## src/rtl/axi4_lite_rw_arbiter.sv

```systemverilog
// rtl/axi4_lite_rw_arbiter.sv - round-robin arbiter of AXI4-Lite write/read requests onto one peripheral port
// Optional ACCESS watchdog is compiled in when AXI_ARB_TIMEOUT_EN is defined.
module axi4_lite_rw_arbiter #(
    parameter int DATA_WIDTH     = 32,
    parameter int ADDRESS_WIDTH  = 32,
    parameter int TIMEOUT_CYCLES = 16
) (
    input  logic                      ACLK,
    input  logic                      ARESETn,
    input  logic                      wr_req,
    input  logic [ADDRESS_WIDTH-1:0]  wr_addr,
    input  logic [DATA_WIDTH-1:0]     wr_data,
    input  logic [DATA_WIDTH/8-1:0]   wr_strb,
    input  logic                      rd_req,
    input  logic [ADDRESS_WIDTH-1:0]  rd_addr,
    output logic                      wr_done,
    output logic [1:0]                wr_resp,
    output logic                      rd_done,
    output logic [DATA_WIDTH-1:0]     rd_data,
    output logic [1:0]                rd_resp,
    output logic                      mem_en,
    output logic                      mem_we,
    output logic [ADDRESS_WIDTH-1:0]  mem_addr,
    output logic [DATA_WIDTH-1:0]     mem_wdata,
    output logic [DATA_WIDTH/8-1:0]   mem_wstrb,
    input  logic                      mem_ready,
    input  logic [DATA_WIDTH-1:0]     mem_rdata,
    input  logic                      mem_err
);

    localparam int STRB_WIDTH = DATA_WIDTH / 8;

    localparam logic [1:0] ST_IDLE     = 2'd0;
    localparam logic [1:0] ST_ACCESS   = 2'd1;
    localparam logic [1:0] ST_COMPLETE = 2'd2;

    localparam logic [1:0] RESP_OKAY   = 2'b00;
    localparam logic [1:0] RESP_SLVERR = 2'b10;

    logic [1:0]               state_q, state_d;

    logic                     wr_pend_q, wr_pend_d;
    logic [ADDRESS_WIDTH-1:0] wr_addr_q, wr_addr_d;
    logic [DATA_WIDTH-1:0]    wr_data_q, wr_data_d;
    logic [STRB_WIDTH-1:0]    wr_strb_q, wr_strb_d;
    logic                     rd_pend_q, rd_pend_d;
    logic [ADDRESS_WIDTH-1:0] rd_addr_q, rd_addr_d;

    // last_wr_q: winner of the most recent contended arbitration (1 = write)
    logic                     last_wr_q, last_wr_d;
    logic                     gnt_wr_q, gnt_wr_d;

    logic                     mem_en_q, mem_en_d;
    logic                     mem_we_q, mem_we_d;
    logic [ADDRESS_WIDTH-1:0] mem_addr_q, mem_addr_d;
    logic [DATA_WIDTH-1:0]    mem_wdata_q, mem_wdata_d;
    logic [STRB_WIDTH-1:0]    mem_wstrb_q, mem_wstrb_d;

    logic                     wr_done_q, wr_done_d;
    logic [1:0]               wr_resp_q, wr_resp_d;
    logic                     rd_done_q, rd_done_d;
    logic [1:0]               rd_resp_q, rd_resp_d;
    logic [DATA_WIDTH-1:0]    rd_data_q, rd_data_d;

    logic                     pick_wr;
    logic                     access_end;
    logic                     access_err;
    logic [DATA_WIDTH-1:0]    rdata_capt;

`ifdef AXI_ARB_TIMEOUT_EN
    localparam int CNT_W = (TIMEOUT_CYCLES > 1) ? $clog2(TIMEOUT_CYCLES) : 1;
    logic [CNT_W-1:0]         cnt_q, cnt_d;
`endif

    // Contended grant goes to the channel that lost the previous contention
    assign pick_wr = wr_pend_q && (!rd_pend_q || !last_wr_q);

    always_comb begin
        state_d     = state_q;
        wr_pend_d   = wr_pend_q;
        wr_addr_d   = wr_addr_q;
        wr_data_d   = wr_data_q;
        wr_strb_d   = wr_strb_q;
        rd_pend_d   = rd_pend_q;
        rd_addr_d   = rd_addr_q;
        last_wr_d   = last_wr_q;
        gnt_wr_d    = gnt_wr_q;
        mem_en_d    = mem_en_q;
        mem_we_d    = mem_we_q;
        mem_addr_d  = mem_addr_q;
        mem_wdata_d = mem_wdata_q;
        mem_wstrb_d = mem_wstrb_q;
        wr_done_d   = 1'b0;
        wr_resp_d   = wr_resp_q;
        rd_done_d   = 1'b0;
        rd_resp_d   = rd_resp_q;
        rd_data_d   = rd_data_q;
        access_end  = 1'b0;
        access_err  = 1'b0;
        rdata_capt  = mem_rdata;

        case (state_q)
            ST_IDLE: begin
                if (wr_pend_q || rd_pend_q) begin
                    state_d     = ST_ACCESS;
                    gnt_wr_d    = pick_wr;
                    mem_en_d    = 1'b1;
                    mem_we_d    = pick_wr;
                    mem_addr_d  = pick_wr ? wr_addr_q : rd_addr_q;
                    mem_wdata_d = pick_wr ? wr_data_q : '0;
                    mem_wstrb_d = pick_wr ? wr_strb_q : '0;
                    if (wr_pend_q && rd_pend_q) begin
                        last_wr_d = pick_wr;
                    end
                end
            end

            ST_ACCESS: begin
                if (mem_ready) begin
                    access_end = 1'b1;
                    access_err = mem_err;
                end
`ifdef AXI_ARB_TIMEOUT_EN
                else if (cnt_q == CNT_W'(TIMEOUT_CYCLES - 1)) begin
                    access_end = 1'b1;
                    access_err = 1'b1;
                    rdata_capt = '0;
                end
`endif
                if (access_end) begin
                    state_d  = ST_COMPLETE;
                    mem_en_d = 1'b0;
                    if (gnt_wr_q) begin
                        wr_pend_d = 1'b0;
                        wr_done_d = 1'b1;
                        wr_resp_d = access_err ? RESP_SLVERR : RESP_OKAY;
                    end else begin
                        rd_pend_d = 1'b0;
                        rd_done_d = 1'b1;
                        rd_resp_d = access_err ? RESP_SLVERR : RESP_OKAY;
                        rd_data_d = rdata_capt;
                    end
                end
            end

            ST_COMPLETE: begin
                state_d = ST_IDLE;
            end

            default: begin
                state_d  = ST_IDLE;
                mem_en_d = 1'b0;
            end
        endcase

        // A request for a channel whose pending slot is occupied is dropped
        if (wr_req && !wr_pend_q) begin
            wr_pend_d = 1'b1;
            wr_addr_d = wr_addr;
            wr_data_d = wr_data;
            wr_strb_d = wr_strb;
        end
        if (rd_req && !rd_pend_q) begin
            rd_pend_d = 1'b1;
            rd_addr_d = rd_addr;
        end
    end

`ifdef AXI_ARB_TIMEOUT_EN
    always_comb begin
        cnt_d = '0;
        if (state_q == ST_ACCESS && !access_end) begin
            cnt_d = cnt_q + 1'b1;
        end
    end

    always_ff @(posedge ACLK or negedge ARESETn) begin
        if (!ARESETn) begin
            cnt_q <= '0;
        end else begin
            cnt_q <= cnt_d;
        end
    end
`endif

    always_ff @(posedge ACLK or negedge ARESETn) begin
        if (!ARESETn) begin
            state_q     <= ST_IDLE;
            wr_pend_q   <= 1'b0;
            wr_addr_q   <= '0;
            wr_data_q   <= '0;
            wr_strb_q   <= '0;
            rd_pend_q   <= 1'b0;
            rd_addr_q   <= '0;
            last_wr_q   <= 1'b0;
            gnt_wr_q    <= 1'b0;
            mem_en_q    <= 1'b0;
            mem_we_q    <= 1'b0;
            mem_addr_q  <= '0;
            mem_wdata_q <= '0;
            mem_wstrb_q <= '0;
            wr_done_q   <= 1'b0;
            wr_resp_q   <= 2'b00;
            rd_done_q   <= 1'b0;
            rd_resp_q   <= 2'b00;
            rd_data_q   <= '0;
        end else begin
            state_q     <= state_d;
            wr_pend_q   <= wr_pend_d;
            wr_addr_q   <= wr_addr_d;
            wr_data_q   <= wr_data_d;
            wr_strb_q   <= wr_strb_d;
            rd_pend_q   <= rd_pend_d;
            rd_addr_q   <= rd_addr_d;
            last_wr_q   <= last_wr_d;
            gnt_wr_q    <= gnt_wr_d;
            mem_en_q    <= mem_en_d;
            mem_we_q    <= mem_we_d;
            mem_addr_q  <= mem_addr_d;
            mem_wdata_q <= mem_wdata_d;
            mem_wstrb_q <= mem_wstrb_d;
            wr_done_q   <= wr_done_d;
            wr_resp_q   <= wr_resp_d;
            rd_done_q   <= rd_done_d;
            rd_resp_q   <= rd_resp_d;
            rd_data_q   <= rd_data_d;
        end
    end

    assign wr_done   = wr_done_q;
    assign wr_resp   = wr_resp_q;
    assign rd_done   = rd_done_q;
    assign rd_resp   = rd_resp_q;
    assign rd_data   = rd_data_q;
    assign mem_en    = mem_en_q;
    assign mem_we    = mem_we_q;
    assign mem_addr  = mem_addr_q;
    assign mem_wdata = mem_wdata_q;
    assign mem_wstrb = mem_wstrb_q;

endmodule
```

## config.mk

```make
export PLATFORM = sky130hd
export DESIGN_NAME = axi4_lite_rw_arbiter
export DESIGN_NICKNAME = d
export VERILOG_FILES = /design/src/rtl/axi4_lite_rw_arbiter.sv
export SDC_FILE = /design/constraint.sdc
export NUM_CORES = 1
export LEC_CHECK = 0
export ABC_CLOCK_PERIOD_IN_PS = 2750
export CAP_MARGIN = 0
export CORE_ASPECT_RATIO = 1.75
export CORE_MARGIN = 5
export CORE_UTILIZATION = 51
export DETAILED_ROUTE_END_ITERATION = 10
export PLACE_DENSITY = 0.95
export SYNTH_ARGS = -nofsm -noshare
export SYNTH_HDL_FRONTEND = slang
export SYNTH_SLANG_ARGS = --single-unit
```

## constraint.sdc

```tcl
create_clock -name ACLK -period 2.75 [get_ports ACLK]
set_input_delay 0.275 -clock ACLK [delete_from_list [all_inputs] [get_ports ACLK]]
set_output_delay 0.275 -clock ACLK [all_outputs]
set_load 0.03 [all_outputs]
```

# == Word-level counts from Yosys, hierarchy flattened ==
# Cells that the tools add are included.
# word_totals
ff_bits,213
latch_bits,0
mem_bits_rw,0
romBits,0
input_bits,138
out_inout_bits,108
wordCells,76
memories,0
# op_classes
add_sub_neg,0
mul,0
div_mod_pow,0
n_lt_le_gt_ge,0
n_eq_ne,5
shift,0
n_mux,28
bitwise_logic,2
n_reduce_logical,23
# ops
op,count
2-to-1 mux 32 bit,2
2-to-1 mux 1 bit,20
AND reduction 3 bit,6
nonzero test 2 bit,5
2-to-1 mux 2 bit,3
logical AND 1 bit,4
2-to-1 mux 4 bit,1
"!= test 2 bit, second input constant",2
case mux 2 bit (2 select lines),1
AND reduction 2 bit,2
logical NOT 1 bit,3
case mux 1 bit (3 select lines),1
"equality test 2 x 1 -> 1 bit, second input constant",1
"equality test 2 bit, second input constant",1
logical NOT 2 bit,1
logical OR 1 bit,2
"!= test 2 x 1 -> 1 bit, second input constant",1
inverter 1 bit,2

# == Longest topological paths before layout ==
# Gate-level depths: netlist of the first run.
# depth
word_depth,5
depth_mapped,5
mapped_depth_nobuf,3

# == Worst setup path before layout of the first run ==
# No wires, ideal clock.
# synth_timing
path_type,register -> register
startpoint,reg last_wr_q
endpoint,reg mem_addr_q[11] (netlist: mem_addr[11])
setup_time_ps,125
arrival_time_ps,1482
required_ps,2625
setup_slack_ps,1143
path_stages_with_launch,5
path_buffers,1
synth_period_minus_slack_ps,1607
cell_sequence,dfrtp_1 -> a21boi_2 -> clkbuf_8 -> mux2_2 -> mux2_2
# synth_between
elab_chain_len,4
# synth_lines
item,line_no,source
"start, declared",50,"logic last_wr_q, last_wr_d;"
"start signal, assigned",215,last_wr_q <= last_wr_d;
logical NOT 1 bit,76,assign pick_wr = wr_pend_q && (!rd_pend_q || !last_wr_q);
logical OR 1 bit,76,
logical AND 1 bit,76,
2-to-1 mux 32 bit,109,mem_addr_d = pick_wr ? wr_addr_q : rd_addr_q;
"end signal, assigned",219,mem_addr_q <= mem_addr_d;
"end, declared",55,"logic [ADDRESS_WIDTH-1:0] mem_addr_q, mem_addr_d;"
# No other way between the ends.
# A chain may end at the register's enable or synchronous reset.

# == Worst setup path after layout of the first run ==
# layout_timing
startpoint,reg rd_pend_q
endpoint,reg mem_addr_q[17] (netlist: mem_addr[17])
# layout_between
elab_chain_len,4
elab_cells_between_ends,6
classes_between,mux: 1; reduce/logical: 5
# layout_lines
item,line_no,source
"start, declared",46,"logic rd_pend_q, rd_pend_d;"
"start signal, assigned",213,rd_pend_q <= rd_pend_d;
logical NOT 1 bit,76,
logical OR 1 bit,76,
logical AND 1 bit,76,
2-to-1 mux 32 bit,109,
# Parallel ways exist; a longest one is shown, timed or not.

==> results of run 1 <==
kinds of logic after synthesis:
logic type	Yosys count	synth area share
muxes	198	0.272
other	1	0.000455
AOI/OAI and AO/OA	44	0.0469
xor gates and xnor gates	1	0.00106
DFF	211	0.641
and+or+nand+nor	10	0.00714
buffers and inverters	35	0.0317
stage by stage:
stage / setup WS, ns / hold slack, ns / power [mW] / instances
after global placement: 0.740 / 0.307 / 11.9 / 912
after floorplan: 1.14 / -0.0206 / 9.81 / 501
after CTS: 0.769 / 0.362 / 15.3 / 949
after global routing: 0.687 / 0.376 / 15.9 / 949
after detailed placement: 0.659 / 0.325 / 12.3 / 912
final: 0.793 / 0.348 / 15.2 / 949
final timing paths:
path,from,end,cells past startpoint
worst max-delay path,rd_pend_q,mem_addr[17],4
worst min-delay path,ARESETn,mem_addr[12],2
worst max register to register,rd_pend_q,mem_addr[17],4
worst min register to register,rd_data[11],rd_data[11],1
max in group asynchronous,ARESETn,rd_addr_q[6],3
min in group ACLK,mem_rdata[27],rd_data[27],2
synthesized netlist by cell type, types with 2 or more instances:
library cell and number:
dfrtp_1 211, mux2_2 165, a22o_1 36, mux2_1 30
buf_2 15, buf_6 12, a21o_1 3, buf_4 3
inv_1 3, mux2_4 3, nand2_1 3, nor2b_1 3
o21ai_0 2
what timing repair did:
| item | CTS | global route |
|---|---|---|
| buffers inserted | 0 | 0 |
| resized for setup | 0 | 0 |
| hold buffers | 1 | 0 |
| endpoints found under the hold margin | 70 | 0 |
metal layers:
metal	vias to the layer above	part of all wire	track usage
li1	2282	-	-
met4	2	0.042	0.102
met3	52	0.051	0.0442
met2	165	0.55	0.407
met5	-	0.00063	0
met1	2626	0.35	0.238
area by class of cell:
cell class	count	area [sq um]	share of cell area
tap	189	236	0.0205
clock buffer	28	592	0.0513
inverter	3	11.3	0.000976
multi-input combinational	255	2730	0.237
sequential	211	5280	0.458
clock inverter	8	121	0.0105
timing repair buffer	255	2570	0.222
layout by cell type, fill, tap and decap left out, drive strengths merged:
cell type | Yosys | routed
nor2b | 3 | 3
xor2 | 1 | 1
mux2 | 198 | 198
clkinv | 0 | 3
buf | 30 | 11
or2 | 1 | 1
clkinvlp | 0 | 1
bufinv | 0 | 3
nand2b | 1 | 1
nor3 | 1 | 1
dfrtp | 211 | 211
nand2 | 3 | 3
dlygate4sd3 | 0 | 1
conb | 1 | 2
a22o | 36 | 36
clkbuf | 2 | 29
inv | 3 | 4
o21bai | 1 | 1
a21o | 3 | 3
a211oi | 1 | 1
and3b | 1 | 1
clkdlybuf4s50 | 0 | 242
o21ai | 2 | 2
a21boi | 1 | 1
power groups by stage:
stage,Sequential [mW],Combinational [mW],Clock [mW]
floorplan,6.70,3.11,0
global placement,5.41,6.50,0
detailed placement,5.57,6.77,0
CTS,5.53,6.81,3.00
global route,5.70,7.08,3.14
finish,5.52,6.71,2.93
worst max-delay path, cell delays in order, from the launching register on:
cell and delay (ns):
dfrtp_1 0.48, inv_1 0.15, a21o_2 0.52, buf_12 0.28
mux2_2 0.37
registers in the layout, indices dropped and copies added, names as in the netlist:
signal and flops:
mem_addr 32, mem_wdata 32, rd_addr_q 32, rd_data 32, wr_addr_q 32, wr_data_q 32
mem_wstrb 4, wr_strb_q 4, state_q 2, last_wr_q 1, mem_en 1, mem_we 1
rd_done 1, rd_pend_q 1, rd_resp 1, wr_done 1, wr_pend_q 1, wr_resp 1
==> out/results.tsv, run 1 <==
stage	metric	value	unit
setup_path	CP Data Required Time	3.12	ns
timing	Final Setup Violations	0	
timing	relative slew slack	0.599	
cts	Num CTS Buffers	20	
route	Vias	5127	
global_route	global-route total usage across every layer	0.219	
yosys	Avg Cell Area, Syn	16.5	sq um
finish	Design Area, Final	11500	sq um
yosys	area share of the largest cell type after synthesis	0.641	
run_status	status	finished, final reports clean	
pwr	Sw Share	0.350	
yosys	sequential area share after synthesis	0.641	
yosys	Synth Cell Area	8240	sq um
yosys	Yosys top cell by area	dfrtp_1	
global_route	antenna violations before repair	1	
pwr	Pwr Density	1310	nW/um^2
floorplanning	die footprint	18900	sq um
route	Routed wire per std cell	21.9	microns
placement	Placement Cell Area	10800	sq um
cts	clock transition at the registers of the reported paths	0.06	ns
setup_path	reg-to-reg setup timing slack	0.79	ns
route	Avg Vias per Cell	5.40	
yosys	top_reg_cell synth	dfrtp_1	
timing	unrepaired setup endpoints after global routing	no	
pwr	Comb pwr share	0.443	
route	Routed WL	20.8	mm
cts	Max clock buf depth	3	
route	drt pass-1 iters	4	
cts	CTS H-tree lvls	1	
pwr	switching power	5.31	mW
hold_path	worst hold path class	input pin to asynchronous set/reset pin	
floorplanning	Core ar.	15900	sq um
placement	placer congestion estimate	0.802	
timing	period utilization	0.712	
finish	Final Net Count	884	
global_route	remaining global-route overflow	0	
yosys	number of flops mapped to enable cells by yosys	0	
floorplanning	die height	178	microns
finish	final design utilization	0.727	
cts	# clock sinks	211	
finish	diode count	0	
finish	filler cell count in the final layout	977	
timing	TNS Setup	0	ns
global_route	vias in the first global route	5884	
finish	area grow syn2layout	40.1	%
floorplanning	Initial Util	0.519	
pwr	Leak Pwr	4.93	nW
floorplanning	FP Rows	61	
timing	Worst-Margin Slew	0.602	ns
placement	# port buffers	243	
setup_path	CP endpoint kind	flop	
cts	Worst-Skew Late Latency	0.49	ns
finish	share of layout cells above drive strength 1	0.289	
floorplanning	boundary pin count	246	
cts	CTS root buf	clkbuf_16	
yosys	FFs w/ async S/R, synth	1.00	
floorplanning	die width	106	microns
timing	Slew Viols, Final	0	
pwr	sequential share of power	0.364	
pwr	Int Pwr	9.85	mW
pwr	VDD IR max	0.727	mV
setup_path	critical path class	flop to flop	
setup_path	critical path fanouts, max	31	
yosys	#FFs+latches synth	211	
timing	clock skew	0.00642	ns
setup_path	Worst Setup Start Kind	flop	
timing	fmax	0.511	GHz
timing	Period minus WS final	1.96	ns
placement	hpwl dp	15.1	mm
route	Detail Route Antenna Nets	0	
yosys	Synth Instances	500	
cts	CTS tree	done	
yosys	Ys Warns	0	
yosys	Synth cell types	24	
route	drt first-iter violations	147	
run	number of max-cap violations	0	
pwr	share of power burned in the clock network	0.193	
yosys	top cells by area, synth	dfrtp_1 64%, mux2_2 23%, mux2_1 4.1%	
route	DRC Markers	0	
global_route	first-pass GRT wire length	32.3	mm
global_route	largest net degree at the start of global routing	74	
setup_path	critical path arrival	2.32	ns
timing	final hold viol count	0	
No activity file was read; power rests on OpenSTA's default activity.
==> inputs of run 2 (changes only) <==
==> config.mk (replaced) <==
export PLATFORM = sky130hd
export DESIGN_NAME = axi4_lite_rw_arbiter
export DESIGN_NICKNAME = d
export VERILOG_FILES = /design/src/rtl/axi4_lite_rw_arbiter.sv
export SDC_FILE = /design/constraint.sdc
export NUM_CORES = 1
export LEC_CHECK = 0
export ABC_CLOCK_PERIOD_IN_PS = 2000
export CAP_MARGIN = 0
export CORE_ASPECT_RATIO = 1.75
export CORE_MARGIN = 5
export CORE_UTILIZATION = 47
export DETAILED_ROUTE_END_ITERATION = 10
export PLACE_DENSITY = 0.9
export SYNTH_ARGS = -nofsm -noshare
export SYNTH_HDL_FRONTEND = slang
export SYNTH_SLANG_ARGS = --single-unit
==> constraint.sdc (replaced) <==
create_clock -name ACLK -period 2 [get_ports ACLK]
set_input_delay 0.2 -clock ACLK [delete_from_list [all_inputs] [get_ports ACLK]]
set_output_delay 0.2 -clock ACLK [all_outputs]
set_load 0.03 [all_outputs]
==> out/results.tsv, run 2 (synthesized netlist as in run 1, its figures left out) <==
stage	metric	value	unit
run_status	status	finished, final reports clean	
global_route	antenna violations before repair	1	
global_route	vias in the first global route	5881	
setup_path	critical path class	flop to output pin	
cts	Worst-Skew Late Latency	0.49	ns
setup_path	worst flop-to-flop path startpoint	rd_pend_q	
setup_path	Slowest cell on crit path	clkdlybuf4s50_1	
cts	PostCTS Resize Cnt	0	
cts	Num CTS Buffers	20	
setup_path	crit path launch	mem_we	
setup_path	crit-path cells	clkdlybuf4s50_1	
setup_path	CP endpoint kind	output pin	
route	drt first-iter violations	110	
global_route	largest net degree at the start of global routing	59	
floorplanning	boundary pin count	246	
setup_path	critical path fanouts, max	4	
timing	fmax	0.524	GHz
setup_path	crit path capture	mem_we	
pwr	total power	21.0	mW
floorplanning	Initial Util	0.474	
cts	CTS H-tree lvls	1	
timing	Period minus WS final	1.91	ns
timing	unrepaired setup endpoints after global routing	no	
finish	area grow syn2layout	42.1	%
finish	Final Net Count	890	
setup_path	Critical Path Stages	1	
route	Routed WL	21.2	mm
setup_path	CP Data Required Time	1.80	ns
placement	# port buffers	243	
floorplanning	die height	185	microns
route	DRC Markers	0	
timing	clock skew	0.0243	ns
setup_path	critical path arrival	1.71	ns
route	Detail Route Antenna Nets	0	
global_route	remaining global-route overflow	0	
setup_path	crit-path max cell delay	0.74	ns
timing	Final Setup Violations	0	
finish	commonest non-fill, non-tap cell in the layout	clkdlybuf4s50_1	
pwr	Pwr Density	1800	nW/um^2
route	Routed wire per std cell	21.2	microns
run	number of max-cap violations	0	
setup_path	reg-to-reg setup timing slack	0.29	ns
timing	TNS Setup	0	ns
pwr	Leak Pwr	4.98	nW
global_route	first-pass GRT wire length	33.0	mm
cts	# clock sinks	211	
cts	Max clock buf depth	3	
finish	share of layout cells above drive strength 1	0.295	
floorplanning	Core ar.	17400	sq um
setup_path	worst r2r dst	mem_addr[3]	
pwr	VDD IR max	1.09	mV
global_route	global-route total usage across every layer	0.211	
route	Avg Vias per Cell	5.15	
placement	placer congestion estimate	0.780	
cts	CTS tree	done	
setup_path	Worst R2R Path Depth	4	
finish	most frequent cells in the layout	242 x clkdlybuf4s50_1, 211 x dfrtp_1, 165 x mux2_2	
hold_path	worst hold path class	input pin to asynchronous set/reset pin	
timing	period utilization	0.955	
cts	CTS root buf	clkbuf_16	
placement	hpwl dp	15.3	mm
route	drt pass-1 iters	4	
setup_path	cell family with most CP delay	buffers and inverters	
timing	final hold viol count	0	
setup_path	Worst Setup Start Kind	flop	
route	Vias	5140	
floorplanning	die width	110	microns
setup_path	WP buf/inv	1	
floorplanning	die footprint	20400	sq um
floorplanning	FP Rows	64	
timing	Slew Viols, Final	0	
cts	clock transition at the registers of the reported paths	0.07	ns
==> run 2: cell count changes in the layout (fill, tap and decap cells not counted), sizes merged <==
cell,previous run,this run
diode,0,2
buf,11,17
inv,4,3
clkinvlp,1,2
==> run 2: worst min-delay path by stage <==
stage                    end  slack [ns]
2_1_floorplan      last_wr_q        -0.1
3_3_place_gp   mem_wdata[16]        0.19
3_5_place_dp   wr_data_q[19]        0.20
4_1_cts        mem_wdata[20]        0.24
5_1_grt        wr_data_q[20]        0.28
6_report       mem_wdata[20]        0.22
==> run 2: final cells by class <==
type / count / area, sq um
inverters: 3 / 11.3
diodes: 2 / 5.00
flip-flops and latches: 211 / 5280
repair buffers: 261 / 2670
clock buffers: 28 / 592
clock inverters: 8 / 124
well taps: 231 / 289
fillers: 1161 / 5670
multi-input cells: 255 / 2730
==> run 2: routing by layer <==
| layer | vias up | global-route usage | routed length [microns] |
|---|---|---|---|
| met5 | - | 0 | 12 |
| met4 | 2 | 0.0666 | 557 |
| met3 | 37 | 0.0478 | 1310 |
| met2 | 164 | 0.398 | 12100 |
| met1 | 2647 | 0.229 | 7180 |
| li1 | 2290 | - | - |
==> run 2: repair_timing <==
item                                   CTS  global route
endpoints found under the hold margin   51             0
hold buffers                             1             0
setup buffers                            0             0
==> run 2: stage by stage <==
step	worst slack, ns	cell area, sq um	hold WS [ns]	util	cells
after global routing	0.0416	11700	0.275	0.674	997
after CTS	0.0675	11700	0.243	0.674	997
after global placement	0.269	11000	0.192	0.632	960
after detailed placement	0.215	11000	0.204	0.632	960
final	0.0902	11700	0.220	0.674	999
after floorplan	0.393	8240	-0.0956	-	501
==> run 2: power by group <==
group	total (mW)	switching, mW	internal (mW)
registers	7.58	1.20	6.38
logic	9.37	4.57	4.80
clock network	4.07	1.61	2.46
total	21.0	7.38	13.6
